==> src/rtl/display_controller_if.sv <==
// Bus bundle between the display controller, the tile map RAM, the character
// position sources and the VGA adapter.
//   map_x/map_y            tile address to map RAM
//   sprite_type            tile code from map RAM (one cycle after the address)
//   pacman_orientation     1 = facing left
//   *_vga_x/*_vga_y        top-left pixel of pacman and the four ghosts
//   vga_plot/x/y/color     registered pixel write to the VGA adapter
// master: the display controller. slave: map RAM / sprite sources / VGA side.
interface display_controller_if;
  logic [4:0] map_x;
  logic [4:0] map_y;
  logic [2:0] sprite_type;
  logic       pacman_orientation;
  logic [7:0] pacman_vga_x;
  logic [7:0] pacman_vga_y;
  logic [7:0] ghost1_vga_x;
  logic [7:0] ghost1_vga_y;
  logic [7:0] ghost2_vga_x;
  logic [7:0] ghost2_vga_y;
  logic [7:0] ghost3_vga_x;
  logic [7:0] ghost3_vga_y;
  logic [7:0] ghost4_vga_x;
  logic [7:0] ghost4_vga_y;
  logic       vga_plot;
  logic [7:0] vga_x;
  logic [7:0] vga_y;
  logic [2:0] vga_color;

  modport master (
    output map_x, map_y, vga_plot, vga_x, vga_y, vga_color,
    input  sprite_type, pacman_orientation,
    input  pacman_vga_x, pacman_vga_y,
    input  ghost1_vga_x, ghost1_vga_y, ghost2_vga_x, ghost2_vga_y,
    input  ghost3_vga_x, ghost3_vga_y, ghost4_vga_x, ghost4_vga_y
  );

  modport slave (
    input  map_x, map_y, vga_plot, vga_x, vga_y, vga_color,
    output sprite_type, pacman_orientation,
    output pacman_vga_x, pacman_vga_y,
    output ghost1_vga_x, ghost1_vga_y, ghost2_vga_x, ghost2_vga_y,
    output ghost3_vga_x, ghost3_vga_y, ghost4_vga_x, ghost4_vga_y
  );
endinterface

==> src/rtl/display_controller.sv <==
// Redraws one full frame after reset: 32x24 tiles of 5x5 pixels fetched from
// the map RAM, then pacman and ghosts 1..4 as 5x5 bitmaps over the tiles.
// Ports:
//   clock_50  system clock, rising edge
//   reset     synchronous, active-high; releasing it starts a new frame
//   bus       display_controller_if.master (map RAM, sprite positions, VGA)
module display_controller (
  input  logic                        clock_50,
  input  logic                        reset,
  display_controller_if.master        bus
);

  typedef enum logic [2:0] {FETCH, WAIT, TILE_DRAW, CHAR_DRAW, DONE} state_t;

  state_t     state_q, state_d;
  logic [4:0] tx_q, tx_d, ty_q, ty_d;
  logic [2:0] px_q, px_d, py_q, py_d;
  logic [2:0] ch_q, ch_d;
  logic [2:0] spr_q, spr_d;
  logic [7:0] cx_q [5];
  logic [7:0] cx_d [5];
  logic [7:0] cy_q [5];
  logic [7:0] cy_d [5];
  logic       left_q, left_d;
  logic       plot_q, plot_d;
  logic [7:0] x_q, x_d, y_q, y_d;
  logic [2:0] color_q, color_d;

  // Tile colour for a pixel of a 5x5 tile; codes 1xx fall into the empty case.
  function automatic logic [2:0] tile_color(input logic [2:0] code,
                                            input logic [2:0] px,
                                            input logic [2:0] py);
    logic [2:0] c;
    c = 3'b000;
    case (code)
      3'b011: c = 3'b001;
      3'b001: if (px == 3'd2 && py == 3'd2) c = 3'b111;
      3'b010: if (px >= 3'd1 && px <= 3'd3 && py >= 3'd1 && py <= 3'd3) c = 3'b111;
      default: c = 3'b000;
    endcase
    return c;
  endfunction

  // One bitmap row, bit index = px. Character 0 is pacman, 1..4 the ghosts.
  function automatic logic [4:0] char_row(input logic [2:0] ch,
                                          input logic [2:0] py,
                                          input logic       left);
    logic [4:0] r;
    if (ch == 3'd0) begin
      case (py)
        3'd0:    r = 5'b01110;
        3'd1:    r = 5'b11111;
        3'd2:    r = left ? 5'b11100 : 5'b00111;  // mouth opens toward facing side
        3'd3:    r = 5'b11111;
        default: r = 5'b01110;
      endcase
    end else begin
      case (py)
        3'd0:    r = 5'b01110;
        3'd4:    r = 5'b10101;
        default: r = 5'b11111;
      endcase
    end
    return r;
  endfunction

  function automatic logic [2:0] char_color(input logic [2:0] ch);
    logic [2:0] c;
    case (ch)
      3'd0:    c = 3'b110;
      3'd1:    c = 3'b100;
      3'd2:    c = 3'b011;
      3'd3:    c = 3'b101;
      default: c = 3'b010;
    endcase
    return c;
  endfunction

  logic       last_px, last_pix;
  logic [2:0] px_nxt, py_nxt;
  logic [7:0] tile_x, tile_y;
  logic [7:0] cur_x, cur_y;
  logic [8:0] char_sx, char_sy;
  logic [4:0] char_bits;

  assign last_px  = (px_q == 3'd4);
  assign last_pix = last_px && (py_q == 3'd4);
  assign px_nxt   = last_px ? 3'd0 : px_q + 3'd1;
  assign py_nxt   = last_px ? ((py_q == 3'd4) ? 3'd0 : py_q + 3'd1) : py_q;

  // 5*t as (t<<2)+t; largest value 155 so 8 bits suffice.
  assign tile_x = {1'b0, tx_q, 2'b00} + {3'b000, tx_q};
  assign tile_y = {1'b0, ty_q, 2'b00} + {3'b000, ty_q};

  always_comb begin
    cur_x = cx_q[0];
    cur_y = cy_q[0];
    case (ch_q)
      3'd1:    begin cur_x = cx_q[1]; cur_y = cy_q[1]; end
      3'd2:    begin cur_x = cx_q[2]; cur_y = cy_q[2]; end
      3'd3:    begin cur_x = cx_q[3]; cur_y = cy_q[3]; end
      3'd4:    begin cur_x = cx_q[4]; cur_y = cy_q[4]; end
      default: begin cur_x = cx_q[0]; cur_y = cy_q[0]; end
    endcase
  end

  // 9-bit sums so pixels past the right/bottom edge are clipped, not wrapped.
  assign char_sx   = {1'b0, cur_x} + {6'b000000, px_q};
  assign char_sy   = {1'b0, cur_y} + {6'b000000, py_q};
  assign char_bits = char_row(ch_q, py_q, left_q);

  always_comb begin
    state_d = state_q;
    tx_d    = tx_q;
    ty_d    = ty_q;
    px_d    = px_q;
    py_d    = py_q;
    ch_d    = ch_q;
    spr_d   = spr_q;
    cx_d    = cx_q;
    cy_d    = cy_q;
    left_d  = left_q;
    plot_d  = 1'b0;
    x_d     = x_q;
    y_d     = y_q;
    color_d = color_q;
    case (state_q)
      FETCH: state_d = WAIT;
      WAIT: begin
        spr_d   = bus.sprite_type;
        state_d = TILE_DRAW;
      end
      TILE_DRAW: begin
        plot_d  = 1'b1;
        x_d     = tile_x + {5'b00000, px_q};
        y_d     = tile_y + {5'b00000, py_q};
        color_d = tile_color(spr_q, px_q, py_q);
        px_d    = px_nxt;
        py_d    = py_nxt;
        if (last_pix) begin
          state_d = FETCH;
          if (tx_q == 5'd31) begin
            tx_d = 5'd0;
            if (ty_q == 5'd23) begin
              ty_d    = 5'd0;
              ch_d    = 3'd0;
              state_d = CHAR_DRAW;
              // Positions are snapshotted so a moving sprite cannot tear.
              cx_d[0] = bus.pacman_vga_x;  cy_d[0] = bus.pacman_vga_y;
              cx_d[1] = bus.ghost1_vga_x;  cy_d[1] = bus.ghost1_vga_y;
              cx_d[2] = bus.ghost2_vga_x;  cy_d[2] = bus.ghost2_vga_y;
              cx_d[3] = bus.ghost3_vga_x;  cy_d[3] = bus.ghost3_vga_y;
              cx_d[4] = bus.ghost4_vga_x;  cy_d[4] = bus.ghost4_vga_y;
              left_d  = bus.pacman_orientation;
            end else begin
              ty_d = ty_q + 5'd1;
            end
          end else begin
            tx_d = tx_q + 5'd1;
          end
        end
      end
      CHAR_DRAW: begin
        plot_d  = char_bits[px_q] && (char_sx <= 9'd159) && (char_sy <= 9'd119);
        x_d     = char_sx[7:0];
        y_d     = char_sy[7:0];
        color_d = char_color(ch_q);
        px_d    = px_nxt;
        py_d    = py_nxt;
        if (last_pix) begin
          if (ch_q == 3'd4) state_d = DONE;
          else              ch_d    = ch_q + 3'd1;
        end
      end
      DONE: state_d = DONE;
      default: state_d = FETCH;
    endcase
  end

  always_ff @(posedge clock_50) begin
    spr_q  <= spr_d;
    cx_q   <= cx_d;
    cy_q   <= cy_d;
    left_q <= left_d;
    if (reset) begin
      state_q <= FETCH;
      tx_q    <= 5'd0;
      ty_q    <= 5'd0;
      px_q    <= 3'd0;
      py_q    <= 3'd0;
      ch_q    <= 3'd0;
      plot_q  <= 1'b0;
      x_q     <= 8'd0;
      y_q     <= 8'd0;
      color_q <= 3'b000;
    end else begin
      state_q <= state_d;
      tx_q    <= tx_d;
      ty_q    <= ty_d;
      px_q    <= px_d;
      py_q    <= py_d;
      ch_q    <= ch_d;
      plot_q  <= plot_d;
      x_q     <= x_d;
      y_q     <= y_d;
      color_q <= color_d;
    end
  end

  assign bus.map_x     = tx_q;
  assign bus.map_y     = ty_q;
  assign bus.vga_plot  = plot_q;
  assign bus.vga_x     = x_q;
  assign bus.vga_y     = y_q;
  assign bus.vga_color = color_q;

endmodule

==> src/flat_wrapper.sv <==
// flat-port wrapper written by rule: the top's interface ports become plain ports
module display_controller_flat 
  (clock_50, reset, bus_map_x, bus_map_y, bus_vga_plot, bus_vga_x, bus_vga_y, bus_vga_color, bus_sprite_type, bus_pacman_orientation, bus_pacman_vga_x, bus_pacman_vga_y, bus_ghost1_vga_x, bus_ghost1_vga_y, bus_ghost2_vga_x, bus_ghost2_vga_y, bus_ghost3_vga_x, bus_ghost3_vga_y, bus_ghost4_vga_x, bus_ghost4_vga_y);
  display_controller_if bus_i ();
  input  logic clock_50;
  input  logic reset;
  output wire logic [$bits(bus_i.map_x)-1:0] bus_map_x;
  output wire logic [$bits(bus_i.map_y)-1:0] bus_map_y;
  output wire logic [$bits(bus_i.vga_plot)-1:0] bus_vga_plot;
  output wire logic [$bits(bus_i.vga_x)-1:0] bus_vga_x;
  output wire logic [$bits(bus_i.vga_y)-1:0] bus_vga_y;
  output wire logic [$bits(bus_i.vga_color)-1:0] bus_vga_color;
  input wire logic [$bits(bus_i.sprite_type)-1:0] bus_sprite_type;
  input wire logic [$bits(bus_i.pacman_orientation)-1:0] bus_pacman_orientation;
  input wire logic [$bits(bus_i.pacman_vga_x)-1:0] bus_pacman_vga_x;
  input wire logic [$bits(bus_i.pacman_vga_y)-1:0] bus_pacman_vga_y;
  input wire logic [$bits(bus_i.ghost1_vga_x)-1:0] bus_ghost1_vga_x;
  input wire logic [$bits(bus_i.ghost1_vga_y)-1:0] bus_ghost1_vga_y;
  input wire logic [$bits(bus_i.ghost2_vga_x)-1:0] bus_ghost2_vga_x;
  input wire logic [$bits(bus_i.ghost2_vga_y)-1:0] bus_ghost2_vga_y;
  input wire logic [$bits(bus_i.ghost3_vga_x)-1:0] bus_ghost3_vga_x;
  input wire logic [$bits(bus_i.ghost3_vga_y)-1:0] bus_ghost3_vga_y;
  input wire logic [$bits(bus_i.ghost4_vga_x)-1:0] bus_ghost4_vga_x;
  input wire logic [$bits(bus_i.ghost4_vga_y)-1:0] bus_ghost4_vga_y;
  assign bus_map_x = bus_i.map_x;
  assign bus_map_y = bus_i.map_y;
  assign bus_vga_plot = bus_i.vga_plot;
  assign bus_vga_x = bus_i.vga_x;
  assign bus_vga_y = bus_i.vga_y;
  assign bus_vga_color = bus_i.vga_color;
  assign bus_i.sprite_type = bus_sprite_type;
  assign bus_i.pacman_orientation = bus_pacman_orientation;
  assign bus_i.pacman_vga_x = bus_pacman_vga_x;
  assign bus_i.pacman_vga_y = bus_pacman_vga_y;
  assign bus_i.ghost1_vga_x = bus_ghost1_vga_x;
  assign bus_i.ghost1_vga_y = bus_ghost1_vga_y;
  assign bus_i.ghost2_vga_x = bus_ghost2_vga_x;
  assign bus_i.ghost2_vga_y = bus_ghost2_vga_y;
  assign bus_i.ghost3_vga_x = bus_ghost3_vga_x;
  assign bus_i.ghost3_vga_y = bus_ghost3_vga_y;
  assign bus_i.ghost4_vga_x = bus_ghost4_vga_x;
  assign bus_i.ghost4_vga_y = bus_ghost4_vga_y;
  display_controller u_core (.clock_50(clock_50), .reset(reset), .bus(bus_i));
endmodule
==> config.mk <==
export PLATFORM = sky130hd
export DESIGN_NAME = display_controller_flat
export DESIGN_NICKNAME = d
export VERILOG_FILES = /design/src/rtl/display_controller_if.sv /design/src/rtl/display_controller.sv /design/src/flat_wrapper.sv
export SDC_FILE = /design/constraint.sdc
export NUM_CORES = 1
export LEC_CHECK = 0
export CAP_MARGIN = 40
export CORE_UTILIZATION = 55
export CTS_BUF_LIST = sky130_fd_sc_hd__clkbuf_8
export CTS_CLUSTER_DIAMETER = 60
export DETAILED_ROUTE_END_ITERATION = 8
export PLACE_DENSITY = 0.82
export SLEW_MARGIN = 20
export SYNTH_ARGS = -nofsm -noshare
export SYNTH_HDL_FRONTEND = slang
export SYNTH_SLANG_ARGS = --single-unit
export TNS_END_PERCENT = 30
==> constraint.sdc <==
create_clock -name clock_50 -period 12.6 [get_ports clock_50]
set_clock_uncertainty 0.15 [all_clocks]
set_input_delay 1.89 -clock clock_50 [delete_from_list [all_inputs] [get_ports clock_50]]
set_output_delay 1.89 -clock clock_50 [all_outputs]
set_load 0.005 [all_outputs]
## Word-level counts from Yosys, hierarchy flattened

Index checks and enable logic that the tools add are counted.

- Register bits: 126
- Input bits: 86
- Word-level logic and storage cells: 116
- Output and inout bits: 30

- Equality and inequality tests: 25
- Reduce and logical (&&, ||, !) cells: 19
- Multiplexer cells: 32
- Add/sub/neg operators: 11
- $lt $le $gt $ge: 7

Operators by type and width:

| cell | number |
|---|---|
| $pmux 8 s4 | 2 |
| $mux 3 | 13 |
| $pmux 8 s2 | 2 |
| $eq 3x2->1 const B | 9 |
| $mux 5 | 4 |
| $pmux 5 s2 | 2 |
| $add 8x3->9 | 2 |
| $add 7x5->8 | 2 |
| $add 8x3->8 | 2 |
| $pmux 3 s5 | 1 |
| $eq 3x1->1 const B | 4 |
| $eq 3x3->1 const B | 4 |
| $pmux 3 s2 | 2 |
| $pmux 3 s4 | 1 |
| $add 5x1->5 const B | 2 |
| $eq 5x5->1 const B | 2 |
| $ne 2x1->1 const B | 5 |
| $add 3x1->3 const B | 3 |
| $le 9x7->1 const B | 1 |
| $le 9x8->1 const B | 1 |
| $logic_not 3->1 | 3 |
| $pmux 3 s3 | 1 |
| $logic_and 1x1->1 | 7 |
| $ge 3x1->1 const B | 2 |
| 13 further kinds | 17 |

## Longest topological paths before layout

- Depth in word-level cells: 9
- Depth in mapped cells: 19

## Worst setup path before layout

OpenSTA, ideal clock, no wires.

- Kind: register to register
- Start point: register u_core.tx_q[0] (netlist: u_core.bus.map_x[0])
- End point: register u_core.cx_q[0] (netlist name) (enable)
- Data required time: 11.728 ns
- Path buffers: 0
- Setup time: 0.722 ns
- Clock period less this slack: 9.765 ns
- Setup slack: 2.835 ns
- Cell stages (with the launch flop): 6
- Arrival time: 8.893 ns
- Cells stage by stage: dfxtp_1 > ha_1 > and3_1 > ha_1 > nand2_1 > nor4_1

- Longest elaborated chain between the ends: 2

RTL lines:

| element | line | source |
|---|---|---|
| start: declaration | display_controller.sv:16 | `logic [4:0] tx_q, tx_d, ty_q, ty_d;` |
| start signal: assignment | display_controller.sv:198 | `tx_q <= tx_d;` |
| $eq 5x5->1 | display_controller.sv:142 | `if (tx_q == 5'd31) begin` |
| $reduce_and 4->1 (no line) | n/a |  |
| end signal: assignment | display_controller.sv:182 | `cx_q <= cx_d;` |
| end: declaration | display_controller.sv:20 | `logic [7:0] cx_q [5];` |

Every way passes these cells.
A chain may end at the register's enable or synchronous reset.

## Worst setup path after layout

- Start point: register u_core.ch_q[1]
- End point: register u_core.plot_q (netlist: u_core.bus.vga_plot)

- Longest elaborated chain between the ends: 7

RTL lines:

| element | line | source |
|---|---|---|
| start: declaration | display_controller.sv:18 | `logic [2:0] ch_q, ch_d;` |
| start signal: assignment | display_controller.sv:202 | `ch_q <= ch_d;` |
| $eq 3x3->1 (tied with other cells) | display_controller.sv:98 | `case (ch_q)` |
| $pmux 8 s4 or $mux 5 (tied branches) | display_controller.sv:98, display_controller.sv:49 |  |
| $add 8x3->9 or $bmux 1 s3 (tied branches) | display_controller.sv:108, display_controller.sv:164 |  |
| $le 9x8->1 or $mux 1 (tied branches) | display_controller.sv:164 | `plot_d = char_bits[px_q] && (char_sx <= 9'd159) && (char_sy <= 9'd119);` |
| $logic_and 1x1->1 | display_controller.sv:164 |  |
| $logic_and 1x1->1 (*) | display_controller.sv:164 |  |
| $pmux 1 s2 (*) | display_controller.sv:127 | `case (state_q)` |
| end signal: assignment | display_controller.sv:203 | `plot_q <= plot_d;` |
| end: declaration | display_controller.sv:25 | `logic plot_q, plot_d;` |

Mark *: on every way between the ends. The rest lies on a longest branch, timed or not. The select of a mux whose other input is x is not followed.

==> flow_metrics.env <==
export IMPL_status="completed"
export IMPL_synth_area_top_cells="edfxtp_1 40%, dfxtp_1 13%, ha_1 8.3%"
export IMPL_slew_violations=0
export IMPL_grt_pass1_vias=4972
export IMPL_die_x_um=110
export IMPL_cts_hold_buffers=0
export IMPL_max_slew_margin_rel_pct=44.5
export IMPL_initial_core_util_pct=57.5
export IMPL_switchingPower_mw=0.222
export IMPL_finalSetupViolations=0
export IMPL_dr_pass1_iters=5
export IMPL_power_density_nw_per_um2=109
export IMPL_worstPathRequired_ps=12810
export IMPL_drt_iter0_markers=460
export IMPL_root_buffer="clkbuf_8"
export IMPL_postCtsSetupRepairBufs=0
export IMPL_tritoncts="built"
export IMPL_min_path_cells=2
export IMPL_met3_usage_pct=5.81
export IMPL_clock_power_share_pct=36.3
export IMPL_cellInternalPower_mw=0.658
export IMPL_synth_mux_area_share_pct=1.32
export IMPL_pin_count=116
export IMPL_n_fill_cell=776
export IMPL_nNetsFinal=840
export IMPL_fin_area_um2=8030
export IMPL_drv_cap=0
export IMPL_numCtsBuffers=17
export IMPL_path_class="register to register"
export IMPL_grt_max_degree=63
export IMPL_synth_top_family_by_area="compound AO/OA/AOI/OAI gates"
export IMPL_cp_max_fo=21
export IMPL_async_flop_share_pct=0
export IMPL_clk_latency_ps=460
export IMPL_synth_nets=728
export IMPL_wl_um=15600
export IMPL_finalPower_mw=0.879
export IMPL_rows=38
export IMPL_seq_area_frac_synth_pct=52.8
export IMPL_yosys_area_share_adder_pct=10.1
export IMPL_p_leak_nw=2.91
export IMPL_reg2regPathDepth=16
export IMPL_synth_edff_count=84
export IMPL_wire_per_inst_um=18.1
export IMPL_cts_resized=0
export IMPL_comb_power_share_pct=11.3
export IMPL_clock_sinks=126
export IMPL_hold_violations=0
export IMPL_seq_power_share_pct=52.4
export IMPL_syn_to_final_growth_pct=26.2
export IMPL_grt_usage_pct=27.7
export IMPL_p_sw_share_pct=25.2
export IMPL_grtUsageMet2_pct=46.1
export IMPL_syn_area_um2=6370
export IMPL_yosysMostFrequentCell="edfxtp_1"
export IMPL_tns_ps=0
export IMPL_synthCells=594
export IMPL_synth_top_area_cell="edfxtp_1"
export IMPL_synth_seq_cells=126
export IMPL_max_freq_mhz=258
export IMPL_clk_pin_slew_ps=70
export IMPL_rsz0062_at_grt="false"
export IMPL_synth_xor_area_share_pct=2.61
export IMPL_critPathArrivalTime_ps=4080
export IMPL_remaining_drc_errors=0
export IMPL_dpl_cell_area_um2=7640
export IMPL_place_hpwl_um=11100
export IMPL_crit_path_end_kind="register"
export IMPL_synth_simple_gate_area_share_pct=13.8
export IMPL_clock_path_buffers=2
export IMPL_whs_ps=312
export IMPL_hold_path_class="register to register"
export IMPL_h_tree_depth=4
export IMPL_place_congestion=0.859
export IMPL_avgSynthCellArea_um2=10.7
export IMPL_period_share_pct=30.7
export IMPL_max_slew_worst_pin_slew_ps=833
export IMPL_via_per_inst=6.00
export IMPL_diodes=0
export IMPL_met1_usage_pct=34.0
export IMPL_grt_antenna_before_repair=0
export IMPL_ys_flop_type="edfxtp_1"
export IMPL_synth_top_area_share_pct=39.6
export IMPL_ir_worst_vdd_uv=122
export IMPL_drive_above_1_share_pct=7.23
export IMPL_fp_coreArea_um2=11100
export IMPL_yosys_top_cells_count="84 x edfxtp_1, 61 x nor2_1, 47 x nand2_1, 42 x dfxtp_1, 42 x ha_1"
export IMPL_busiest_layer="met2"
export IMPL_via_count=5150
export IMPL_min_period_ps=3870
export IMPL_grt_overflow_total=0
export IMPL_io_buffers=115
export IMPL_grt_first_pass_wirelength_um=24600
export IMPL_antenna_left=0
export IMPL_yosysWarnings=0
export IMPL_die_h_um=110
export IMPL_dieArea_um2=12000
export IMPL_worstSetupStartpointType="register"
export IMPL_synth_compound_gate_area_share_pct=15.6
export IMPL_synth_cell_types=56
## per-layer routing
| layer | routed length, um | vias up | part of all wire (%) |
|---|---|---|---|
| met5 | 0 | - | 0 |
| met4 | 539 | 0 | 3.5 |
| met3 | 984 | 41 | 6.3 |
| met2 | 7630 | 246 | 49 |
| met1 | 6420 | 2437 | 41 |
| li1 | - | 2426 | - |
## critical path, cell delays in order, from the launching register on
cell	delay [ps]
dfxtp_1	390
inv_1	90
ha_1	470
nor4_4	390
or2_1	290
buf_8	220
nand2_1	60
o21ai_0	70
ha_1	190
inv_1	60
fa_1	400
inv_1	70
a21oi_1	130
and3_1	210
o21ai_0	190
o22ai_1	100
nor4_1	280
## layout by cell type (no fill, tap or decap), drive strengths merged, types with 5 or more instances in the layout
master	synthesis	final
a211oi	8	8
a21o	6	6
a21oi	41	41
a221oi	8	8
a22oi	5	5
a31oi	6	6
a32oi	5	5
buf	10	11
clkbuf	23	17
clkdlybuf4s50	0	115
clkinv	0	7
dfxtp	42	42
edfxtp	84	84
fa	6	6
ha	42	42
inv	24	27
mux2i	8	8
nand2	47	47
nand3	20	20
nor2	61	61
nor2b	7	7
nor3	18	18
nor4	8	8
o21ai	35	35
o21bai	9	9
o31ai	6	6
xnor2	12	12
xor2	7	7
## final timing paths
| check | startpoint | endpoint | slack (ps) |
|---|---|---|---|
| max | u_core.ch_q[1] | u_core.bus.vga_plot | 8730 |
| min | u_core.bus.vga_color[0] | u_core.bus.vga_color[0] | 310 |
| max reg2reg | u_core.ch_q[1] | u_core.bus.vga_plot | 8730 |
| min reg2reg | u_core.bus.vga_color[0] | u_core.bus.vga_color[0] | 310 |
## state kept, by name (all words and copies together) (netlist names)
signal / cells
u_core.bus.map_x: 5
u_core.bus.map_y: 5
u_core.bus.vga_color: 3
u_core.bus.vga_plot: 1
u_core.bus.vga_x: 8
u_core.bus.vga_y: 8
u_core.ch_q: 3
u_core.cx_q: 40
u_core.cy_q: 40
u_core.left_q: 1
u_core.px_q: 3
u_core.py_q: 3
u_core.spr_q: 3
u_core.state_q: 3
## through the flow
stage | setup slack, ps | instances | utilization (%)
after floorplan | 2830 | 594 | -
after global placement | 8630 | 822 | 68.6
after detailed placement | 8490 | 824 | 68.9
after CTS | 8460 | 856 | 72.1
after global routing | 8460 | 859 | 72.5
final | 8730 | 859 | 72.5
## power groups by stage
stage | Clock (mW) | Combinational (mW) | Sequential (mW)
6_report | 0.320 | 0.0995 | 0.460
5_1_grt | 0.339 | 0.108 | 0.461
4_1_cts | 0.323 | 0.0979 | 0.460
3_5_place_dp | 0 | 0.0973 | 0.470
3_3_place_gp | 0 | 0.0956 | 0.469
2_1_floorplan | 0 | 0.0438 | 0.467
## area by class of cell
type	instances	area (um2)	share of cell area, %
Clock buffer	17	234	2.91
Tap cell	140	175	2.18
Sequential cell	126	3360	41.9
Multi-Input combinational cell	411	2780	34.6
Clock inverter	15	123	1.53
Inverter	24	90.1	1.12
Timing Repair Buffer	126	1270	15.8
## kinds of logic (layout without fill, tap and decap cells)
group           count (synthesis)  after routing
buf+inv                        57            182
simple gates                  185            185
xor+xnor                       19             19
mux                             8              8
fa+ha+maj                      48             48
flops                         126            126
compound gates                151            151
No activity file was read; power rests on OpenSTA's default activity.
